$ cat src/rtl/servant_spi_pkg.sv
// Shared types for the SERV SPI RAM subsystem: arbiter state encoding and port IDs.
package servant_spi_pkg;

  typedef enum logic [1:0] {
    ARB_IDLE    = 2'd0,
    ARB_GRANT_I = 2'd1,
    ARB_GRANT_D = 2'd2,
    ARB_GAP     = 2'd3
  } arb_state_t;

  typedef enum logic {
    PORT_I = 1'b0,
    PORT_D = 1'b1
  } port_t;

endpackage

$ cat src/rtl/servant_spi_ibuf.sv
// One-word instruction buffer: address/data/valid with lookup, fill and write invalidate.
module servant_spi_ibuf
  import servant_spi_pkg::*;
#(
  parameter int ADDRESS_WIDTH = 24,
  parameter int ENABLE_IBUF   = 1
) (
  input  logic                     clock,
  input  logic                     reset,
  input  logic [ADDRESS_WIDTH-3:0] lookup_address,
  output logic                     lookup_hit,
  output logic [31:0]              buf_data,
  input  logic                     fill,
  input  logic [ADDRESS_WIDTH-3:0] fill_address,
  input  logic [31:0]              fill_data,
  input  logic                     invalidate,
  input  logic [ADDRESS_WIDTH-3:0] invalidate_address
);

  logic                     buf_valid;
  logic [ADDRESS_WIDTH-3:0] buf_addr;

  // With the buffer disabled, valid never sets, so lookups always miss.
  always_ff @(posedge clock or posedge reset) begin
    if (reset) begin
      buf_valid <= 1'b0;
      buf_addr  <= '0;
      buf_data  <= '0;
    end else if (fill) begin
      buf_valid <= (ENABLE_IBUF != 0);
      buf_addr  <= fill_address;
      buf_data  <= fill_data;
    end else if (invalidate && (invalidate_address == buf_addr)) begin
      buf_valid <= 1'b0;
    end
  end

  assign lookup_hit = (ENABLE_IBUF != 0) && buf_valid && (lookup_address == buf_addr);

endmodule

$ cat src/rtl/servant_spi_arbiter.sv
// Round-robin Wishbone arbiter of SERV ibus/dbus onto the SPI RAM master,
// with a post-transaction gap cycle and a one-word instruction buffer.
module servant_spi_arbiter
  import servant_spi_pkg::*;
#(
  parameter int ADDRESS_WIDTH = 24,
  parameter int ENABLE_IBUF   = 1
) (
  input  logic                     clock,
  input  logic                     reset,
  input  logic [ADDRESS_WIDTH-3:0] ibus_address,
  input  logic                     ibus_cyc,
  output logic [31:0]              ibus_rd_data,
  output logic                     ibus_ack,
  input  logic [ADDRESS_WIDTH-3:0] dbus_address,
  input  logic [31:0]              dbus_wr_data,
  input  logic [3:0]               dbus_sel,
  input  logic                     dbus_we,
  input  logic                     dbus_cyc,
  output logic [31:0]              dbus_rd_data,
  output logic                     dbus_ack,
  output logic [ADDRESS_WIDTH-3:0] mem_address,
  output logic [31:0]              mem_wr_data,
  output logic [3:0]               mem_sel,
  output logic                     mem_we,
  output logic                     mem_cyc,
  input  logic [31:0]              mem_rd_data,
  input  logic                     mem_ack
);

  arb_state_t  state, state_n;
  port_t       last_grant, last_grant_n;
  logic        ibuf_hit, hit, hit_ack, ibus_req, start_i, start_d;
  logic [31:0] buf_data;

  servant_spi_ibuf #(
    .ADDRESS_WIDTH (ADDRESS_WIDTH),
    .ENABLE_IBUF   (ENABLE_IBUF)
  ) u_ibuf (
    .clock              (clock),
    .reset              (reset),
    .lookup_address     (ibus_address),
    .lookup_hit         (ibuf_hit),
    .buf_data           (buf_data),
    .fill               ((state == ARB_GRANT_I) && mem_ack),
    .fill_address       (mem_address),
    .fill_data          (mem_rd_data),
    .invalidate         (start_d && dbus_we),
    .invalidate_address (dbus_address)
  );

  always_comb begin
    state_n      = state;
    last_grant_n = last_grant;
    hit          = 1'b0;
    start_i      = 1'b0;
    start_d      = 1'b0;
    // The fetch just answered from the buffer still holds cyc during its ack cycle.
    ibus_req     = ibus_cyc && !hit_ack;
    case (state)
      ARB_IDLE: begin
        hit = ibus_req && ibuf_hit;
        if (dbus_cyc && (!ibus_req || hit || (last_grant == PORT_I)))
          start_d = 1'b1;
        else if (ibus_req && !hit)
          start_i = 1'b1;
        if (start_d)
          state_n = ARB_GRANT_D;
        else if (start_i)
          state_n = ARB_GRANT_I;
      end
      ARB_GRANT_I: if (mem_ack) begin
        state_n      = ARB_GAP;
        last_grant_n = PORT_I;
      end
      ARB_GRANT_D: if (mem_ack) begin
        state_n      = ARB_GAP;
        last_grant_n = PORT_D;
      end
      default: state_n = ARB_IDLE;
    endcase
  end

  always_ff @(posedge clock or posedge reset) begin
    if (reset) begin
      state       <= ARB_IDLE;
      last_grant  <= PORT_I;
      hit_ack     <= 1'b0;
      mem_address <= '0;
      mem_wr_data <= '0;
      mem_sel     <= '0;
      mem_we      <= 1'b0;
    end else begin
      state      <= state_n;
      last_grant <= last_grant_n;
      hit_ack    <= hit;
      if (start_d) begin
        mem_address <= dbus_address;
        mem_wr_data <= dbus_wr_data;
        mem_sel     <= dbus_sel;
        mem_we      <= dbus_we;
      end else if (start_i) begin
        mem_address <= ibus_address;
        mem_wr_data <= '0;
        mem_sel     <= '1;
        mem_we      <= 1'b0;
      end
    end
  end

  assign mem_cyc = (state == ARB_GRANT_I) || (state == ARB_GRANT_D);

  // Responses are combinational; acks are dropped if the requester abandoned cyc.
  assign ibus_ack     = ((state == ARB_GRANT_I) && mem_ack && ibus_cyc) || hit_ack;
  assign ibus_rd_data = hit_ack ? buf_data :
                        ((state == ARB_GRANT_I) && mem_ack) ? mem_rd_data : '0;
  assign dbus_ack     = (state == ARB_GRANT_D) && mem_ack && dbus_cyc;
  assign dbus_rd_data = ((state == ARB_GRANT_D) && mem_ack) ? mem_rd_data : '0;

endmodule

$ cat config.mk
export PLATFORM = sky130hd
export DESIGN_NAME = servant_spi_arbiter
export DESIGN_NICKNAME = d
export VERILOG_FILES = /design/src/rtl/servant_spi_pkg.sv /design/src/rtl/servant_spi_ibuf.sv /design/src/rtl/servant_spi_arbiter.sv
export SDC_FILE = /design/constraint.sdc
export NUM_CORES = 1
export LEC_CHECK = 0
export CORE_UTILIZATION = 48
export DETAILED_ROUTE_END_ITERATION = 8
export PLACE_DENSITY = 0.87
export SLEW_MARGIN = 40
export SYNTH_ARGS = -nofsm -noshare
export SYNTH_HDL_FRONTEND = slang
export SYNTH_SLANG_ARGS = --single-unit
$ cat constraint.sdc
create_clock -name clock -period 10.84 [get_ports clock]
set_clock_uncertainty 0.15 [all_clocks]
set_input_delay 2.168 -clock clock [delete_from_list [all_inputs] [get_ports clock]]
set_output_delay 2.168 -clock clock [all_outputs]
set_load 0.05 [all_outputs]
==> results.sh, run 1 <==
export IMPL_grt_pass1_wl_mm=31.61
export IMPL_die_width_microns=116.2
export IMPL_async_flop_share_pct=100.0
export IMPL_ys_types=38
export IMPL_r2r_start="u_ibuf.buf_addr[4]"
export IMPL_yosysTopAreaCell="dfrtp_1"
export IMPL_cp_arrival_ns=4.88
export IMPL_final_area_sq_um=9440
export IMPL_final_setup_viol_count=0
export IMPL_die_h_microns=116.2
export IMPL_ys_ff_latch=118
export IMPL_dr_pass1_iters=6
export IMPL_p_sw_mw=1.209
export IMPL_hold_end="u_ibuf.buf_data[5]"
export IMPL_rsz0062_at_grt="false"
export IMPL_crit_required_ns=8.52
export IMPL_area_delta_synth_final_pct=50.72
export IMPL_synth_adder_area_share_pct=0.7990
export IMPL_fp_dieArea_sq_um=13510
export IMPL_hold_depth=2
export IMPL_pwr_share_clk_pct=21.4
export IMPL_fin_util_pct=74.50
export IMPL_diodes=0
export IMPL_power_internal_mw=1.524
export IMPL_cts_buffers=17
export IMPL_synth_simple_area_share_pct=23.23
export IMPL_port_buffers=243
export IMPL_powerDensity_nw_per_um2=289.4
export IMPL_maxSlewHeadroom_pct=43.50
export IMPL_synth_top_family_by_area="simple AND/OR/NAND/NOR gates"
export IMPL_tightest_slew_ns=0.8423
export IMPL_post_cts_buffers=0
export IMPL_synthFlopType="dfrtp_1"
export IMPL_synthCells=698
export IMPL_combPwrFrac_pct=50.3
export IMPL_finalCritPeriodShare_pct=66.39
export IMPL_cts_tree="built"
export IMPL_hold_viol_final=0
export IMPL_place_inst=1073
export IMPL_crit_type="in -> out"
export IMPL_yosysWarnings=0
export IMPL_globalRoute_totalOverflow=0
export IMPL_multi_input_comb_area_sq_um=3093
export IMPL_grt_total_usage_pct=31.24
export IMPL_core_area_sq_um=12670
export IMPL_cp_max_fo=56
export IMPL_place_area_sq_um=8823
export IMPL_n_fill_cell=911
export IMPL_hp_class="reg -> reg"
export IMPL_yosysSeqAreaShare_pct=47.14
export IMPL_end_kind="primary output"
export IMPL_yosys_top_cells_area="dfrtp_1 (47%), nand2_1 (13%), xnor2_1 (5.9%), and3_1 (5.6%), a22o_1 (4.6%)"
export IMPL_seqPwrFrac_pct=28.3
export IMPL_cts_max_level=4
export IMPL_cts_resized=0
export IMPL_path_clk_slew_ns=0.05
export IMPL_pin_count=244
export IMPL_cts_sinks=118
export IMPL_synth_edff_count=0
export IMPL_vdd_drop_max_mv=0.2585
export IMPL_final_min_clock_period_ns=7.196
export IMPL_timing_rr_end="mem_address[17]"
export IMPL_start_kind="input pin"
export IMPL_wirelength_mm=20.53
export IMPL_grt_start_max_net_pins=68
export IMPL_drc=0
export IMPL_nets=1042
export IMPL_wire_per_inst_microns=18.58
export IMPL_ctsHoldBuffers=0
export IMPL_syn_area_per_cell_sq_um=8.974
export IMPL_cap_violations=0
export IMPL_synth_nets=820
export IMPL_setup_tns_final_ns=0
export IMPL_hold_path_startpoint="u_ibuf.buf_data[5]"
export IMPL_synth_area_sq_um=6264
export IMPL_via_count=6123
export IMPL_gp_congestion=0.9127
export IMPL_ctsLongestPathBuffers=2
export IMPL_root_buffer="clkbuf_16"
export IMPL_synth_compound_area_share_pct=13.56
export IMPL_rrSetupSlack_ns=7.90
export IMPL_vias_per_cell=5.541
export IMPL_start_util_pct=49.43
export IMPL_fin_cells=1105
export IMPL_slew_viol_final=0
export IMPL_switching_share_pct=44.24
export IMPL_ff2ff_path_depth=8
export IMPL_antenna_found_initial=0
export IMPL_regArea_sq_um=2953
export IMPL_fmax_mhz=139.0
export IMPL_drtIter0Drc=533
export IMPL_first_global_vias=5948
export IMPL_synth_xor_area_share_pct=6.153
export IMPL_ant_nets=0
export IMPL_status="finished clean"
export IMPL_row_count=41
export IMPL_dpl_hpwl_mm=13.88
export IMPL_drive_gt1_share_pct=8.253
export IMPL_clk_latency_ns=0.42
export IMPL_synthMuxAreaShare_pct=5.194
export IMPL_synth_top_area_share_pct=47.14
export IMPL_p_leak_nw=4.185
[worst max-delay path: stages]
cell	delay, ns
clkdlybuf4s50_1	0.45
buf_4	0.31
and2_4	0.66
nand2_1	0.16
o21ai_0	0.23
clkdlybuf4s50_1	0.87
[kinds of logic after synthesis]
kind of cell               after synthesis
buffers and inverters                   58
adders and majority gates                4
DFF                                    118
and+or+nand+nor                        325
xor gates and xnor gates                44
muxes                                   24
AOI/OAI and AO/OA                      125
[synth_stat cells (all sizes together), types with 15 or more instances]
master	n
nand2	223
dfrtp	118
and3	56
xnor2	42
clkbuf	36
o21ai	34
a22o	33
a21oi	25
nand3	25
mux2	23
o211ai	22
buf	15
[power groups by stage]
stage               Sequential (mW)  Combinational, mW  Clock (mW)
floorplan                      1.04              0.645           0
global placement              0.767               1.34           0
detailed placement            0.769               1.37           0
CTS                           0.770               1.38       0.589
global route                  0.791               1.46       0.609
finish                        0.773               1.37       0.585
[stage by stage]
step	power [mW]	setup WS [ns]	hold WS [ns]
2_1_floorplan	1.686	4.216	0.2957
3_3_place_gp	2.105	3.380	0.3078
3_5_place_dp	2.138	3.757	0.3142
4_1_cts	2.734	3.673	0.3291
5_1_grt	2.858	3.561	0.3468
6_report	2.732	3.644	0.3229
[flip-flops by register name (all words and copies together) (netlist names)]
name	cells
mem_address	22
mem_we	1
hit_ack	1
mem_wr_data	32
u_ibuf.buf_data	32
mem_sel	4
u_ibuf.buf_valid	1
last_grant	1
state	2
u_ibuf.buf_addr	22
[placed cells by master, fill, tap and decap left out, drive strengths merged]
cell / n
bufinv: 3
and2: 3
a22o: 33
a31oi: 2
nand3: 25
nor2: 2
mux2i: 1
o21a: 1
a21oi: 25
a21o: 1
ha: 4
nor2b: 1
clkinv: 7
clkbuf: 18
xor2: 2
o32ai: 1
nand4: 8
o211ai: 22
a211oi: 1
o21ai: 34
buf: 11
or2: 1
nor4: 4
clkinvlp: 4
and3: 56
dfrtp: 118
nand2: 223
mux2: 23
nor3: 1
a311o: 1
clkdlybuf4s50: 243
o22a: 4
nand4b: 1
xnor2: 42
inv: 7
[layer usage]
layer | track usage, % | part of all wire [%] | vias up
met1 | 39.09 | 40 | 2895
li1 | - | - | 2830
met4 | 14.36 | 3.8 | 0
met2 | 49.27 | 47 | 333
met3 | 10.07 | 8.7 | 65
met5 | 0 | 0 | -
[worst max-delay path by stage]
stage | start | end | slack [ns] | cells after the start
after floorplan | mem_ack | ibus_rd_data[10] | 4.22 | 6
after global placement | mem_ack | ibus_rd_data[17] | 3.38 | 6
after detailed placement | mem_ack | ibus_rd_data[6] | 3.76 | 6
after CTS | mem_ack | ibus_rd_data[26] | 3.67 | 6
after global routing | mem_ack | ibus_rd_data[6] | 3.56 | 6
final | mem_ack | ibus_rd_data[26] | 3.64 | 6
[cell type report]
| class | count | share of cell area [%] |
|---|---|---|
| clock buffers | 18 | 4.652 |
| clock inverters | 14 | 1.882 |
| inverters | 7 | 0.3048 |
| multi-input cells | 522 | 32.76 |
| flip-flops and latches | 118 | 31.28 |
| well taps | 172 | 2.280 |
| repair buffers | 254 | 26.84 |
Power figures use the tool's default switching activity.
==> inputs of run 2 (changes only) <==
--- a/config.mk
+++ b/config.mk
@@ -5,9 +5,9 @@
 export SDC_FILE = /design/constraint.sdc
 export NUM_CORES = 1
 export LEC_CHECK = 0
-export CORE_UTILIZATION = 48
+export CORE_UTILIZATION = 44
 export DETAILED_ROUTE_END_ITERATION = 8
-export PLACE_DENSITY = 0.87
+export PLACE_DENSITY = 0.81
 export SLEW_MARGIN = 40
 export SYNTH_ARGS = -nofsm -noshare
 export SYNTH_HDL_FRONTEND = slang
==> constraint.sdc (replaced) <==
create_clock -name clock -period 6.8 [get_ports clock]
set_clock_uncertainty 0.15 [all_clocks]
set_input_delay 1.36 -clock clock [delete_from_list [all_inputs] [get_ports clock]]
set_output_delay 1.36 -clock clock [all_outputs]
set_load 0.05 [all_outputs]
==> run 2 against run 1 <==
Net effect: design area grew 0.29%; worst setup slack worse by 2.5 ns; total power grew 59%; via count shrank 1.5%; critical path depth is the same; sequential power grew 58%; flip-flop and latch count unchanged; hold slack gained 0.0031 ns; sequential share of layout area decreased by 0.091 points; final cell count grew 0.90%; count of clock-buffer cells in the layout grew 1; critical path type unchanged; critical endpoint is now ibus_rd_data[29]; largest power group unchanged.
==> results.sh, run 2 (synthesized netlist as in run 1, its figures left out) <==
export IMPL_status="finished clean"
export IMPL_finalCritPeriodShare_pct=82.52
export IMPL_wirelength_mm=19.55
export IMPL_final_setup_viol_count=0
export IMPL_start_util_pct=45.12
export IMPL_tightest_slew_ns=0.7892
export IMPL_rrSetupSlack_ns=3.90
export IMPL_critPathBufInv=3
export IMPL_crit_family="buffers and inverters"
export IMPL_antenna_found_initial=0
export IMPL_vdd_drop_max_mv=0.3403
export IMPL_cts_sinks=118
export IMPL_grt_pass1_wl_mm=30.97
export IMPL_ant_nets=0
export IMPL_die_h_microns=121.3
export IMPL_clk_latency_ns=0.41
export IMPL_pin_count=244
export IMPL_globalRoute_totalOverflow=0
export IMPL_fin_util_pct=68.21
export IMPL_final_min_clock_period_ns=5.611
export IMPL_drc=0
export IMPL_final_cell_mix="clkdlybuf4s50_1 (243), nand2_1 (222), dfrtp_1 (118)"
export IMPL_rsz0062_at_grt="false"
export IMPL_core_area_sq_um=13880
export IMPL_grt_total_usage_pct=27.48
export IMPL_switching_share_pct=43.34
export IMPL_nets=1044
export IMPL_vias_per_cell=5.411
export IMPL_port_buffers=243
export IMPL_pwr_share_clk_pct=21.7
export IMPL_dr_pass1_iters=5
export IMPL_cp_depth=6
export IMPL_path_clk_slew_ns=0.05
export IMPL_cp_cell_sequence="clkdlybuf4s50_1 -> buf_4 -> and2_2 -> nand2_1 -> o21ai_0 -> clkdlybuf4s50_1"
export IMPL_cpMostUsedCell="clkdlybuf4s50_1"
export IMPL_hold_viol_final=0
export IMPL_p_leak_nw=4.206
export IMPL_first_global_vias=5911
export IMPL_power_internal_mw=2.462
export IMPL_fin_cells=1115
export IMPL_ctsHoldBuffers=0
export IMPL_via_count=6033
export IMPL_powerDensity_nw_per_um2=458.9
export IMPL_start_kind="input pin"
export IMPL_end_kind="primary output"
export IMPL_crit_slowest_cell="clkdlybuf4s50_1"
export IMPL_cap_violations=0
export IMPL_ctsLongestPathBuffers=2
export IMPL_fp_dieArea_sq_um=14720
export IMPL_cp_startpoint="mem_ack"
export IMPL_cts_tree="built"
export IMPL_cp_max_fo=38
export IMPL_ff2ff_path_depth=7
export IMPL_place_inst=1083
export IMPL_setup_tns_final_ns=0
export IMPL_cts_max_level=4
export IMPL_hp_class="reg -> reg"
export IMPL_maxSlewHeadroom_pct=47.26
export IMPL_cp_arrival_ns=4.10
export IMPL_timing_rr_end="mem_wr_data[11]"
export IMPL_drtIter0Drc=556
export IMPL_drive_gt1_share_pct=8.342
export IMPL_row_count=43
export IMPL_gp_congestion=0.8536
export IMPL_grt_start_max_net_pins=70
export IMPL_die_width_microns=121.3
export IMPL_pre_cts_slack_ns=1.226
export IMPL_crit_type="in -> out"
export IMPL_r2r_start="hit_ack"
export IMPL_worstSetupEndpoint="ibus_rd_data[29]"
export IMPL_area_delta_synth_final_pct=51.16
export IMPL_combPwrFrac_pct=50.2
export IMPL_seqPwrFrac_pct=28.2
export IMPL_dpl_hpwl_mm=13.34
export IMPL_cp_slowest_stage_delay_ns=0.84
export IMPL_setup_ws_ns=1.189
export IMPL_fmax_mhz=178.2
export IMPL_post_cts_buffers=0
export IMPL_crit_required_ns=5.29
export IMPL_slew_viol_final=0
export IMPL_layout_commonest_cell="clkdlybuf4s50_1"
export IMPL_wire_per_inst_microns=17.53
export IMPL_root_buffer="clkbuf_16"
export IMPL_cts_resized=0
export IMPL_p_sw_mw=1.883
export IMPL_diodes=0
export IMPL_top_regs="mem_wr_data (32), u_ibuf.buf_data (32)"
export IMPL_cts_buffers=17
-- run 2: cell types whose count changed in the layout (fill, tap and decap cells not counted), sizes merged --
cell / before / now
buf: 11 / 13
bufinv: 3 / 4
clkbuf: 18 / 19
clkinv: 7 / 6
clkinvlp: 4 / 3
-- run 2: power groups by stage --
stage / Sequential, mW / Clock [mW] / Combinational, mW
2_1_floorplan: 1.66 / 0 / 1.03
3_3_place_gp: 1.22 / 0 / 2.14
3_5_place_dp: 1.23 / 0 / 2.18
4_1_cts: 1.22 / 0.954 / 2.19
5_1_grt: 1.26 / 0.992 / 2.32
6_report: 1.22 / 0.941 / 2.18
-- run 2: area by class of cell --
class                           count  area, sq um
Fill cell                        1113         4413
Multi-Input combinational cell    522         3090
Sequential cell                   118         2953
Timing Repair Buffer              256         2545
Clock buffer                       19        442.9
Tap cell                          180        225.2
Clock inverter                     13        180.2
Inverter                            7        31.28
-- run 2: worst register-to-register path, delay by kind of cell, from the launching register on --
kind	cells	cell delay, ns
AOI/OAI and AO/OA	2	0.74
and+or+nand+nor	3	0.98
buffers and inverters	2	0.56
DFF	1	0.35
-- run 2: per-stage QoR --
stage          instance area (sq um)  hold slack [ns]  power [mW]
2_1_floorplan                   6264           0.2957       2.687
3_3_place_gp                    8800           0.3077       3.361
3_5_place_dp                    8845           0.3128       3.403
4_1_cts                         9468           0.3276       4.365
5_1_grt                         9468           0.3400       4.572
6_report                        9468           0.3261       4.345
-- run 2: worst min path at each step --
stage	from	end	slack [ns]	cells after the start
after global routing	u_ibuf.buf_data[11]	u_ibuf.buf_data[11]	0.34	2
after CTS	u_ibuf.buf_data[23]	u_ibuf.buf_data[23]	0.33	2
after detailed placement	u_ibuf.buf_data[23]	u_ibuf.buf_data[23]	0.31	2
after global placement	u_ibuf.buf_data[5]	u_ibuf.buf_data[5]	0.31	2
final	u_ibuf.buf_data[23]	u_ibuf.buf_data[23]	0.33	2
after floorplan	u_ibuf.buf_data[10]	u_ibuf.buf_data[10]	0.30	2
-- run 2: routing by layer --
layer,global-route usage [%],share of wire [%],up-vias,routed length (microns)
li1,-,-,2833,-
met1,34.74,42,2893,8120
met2,43.86,48,266,9334
met3,9.023,8.2,41,1607
met4,9.568,2.5,0,488
met5,0,0,-,0
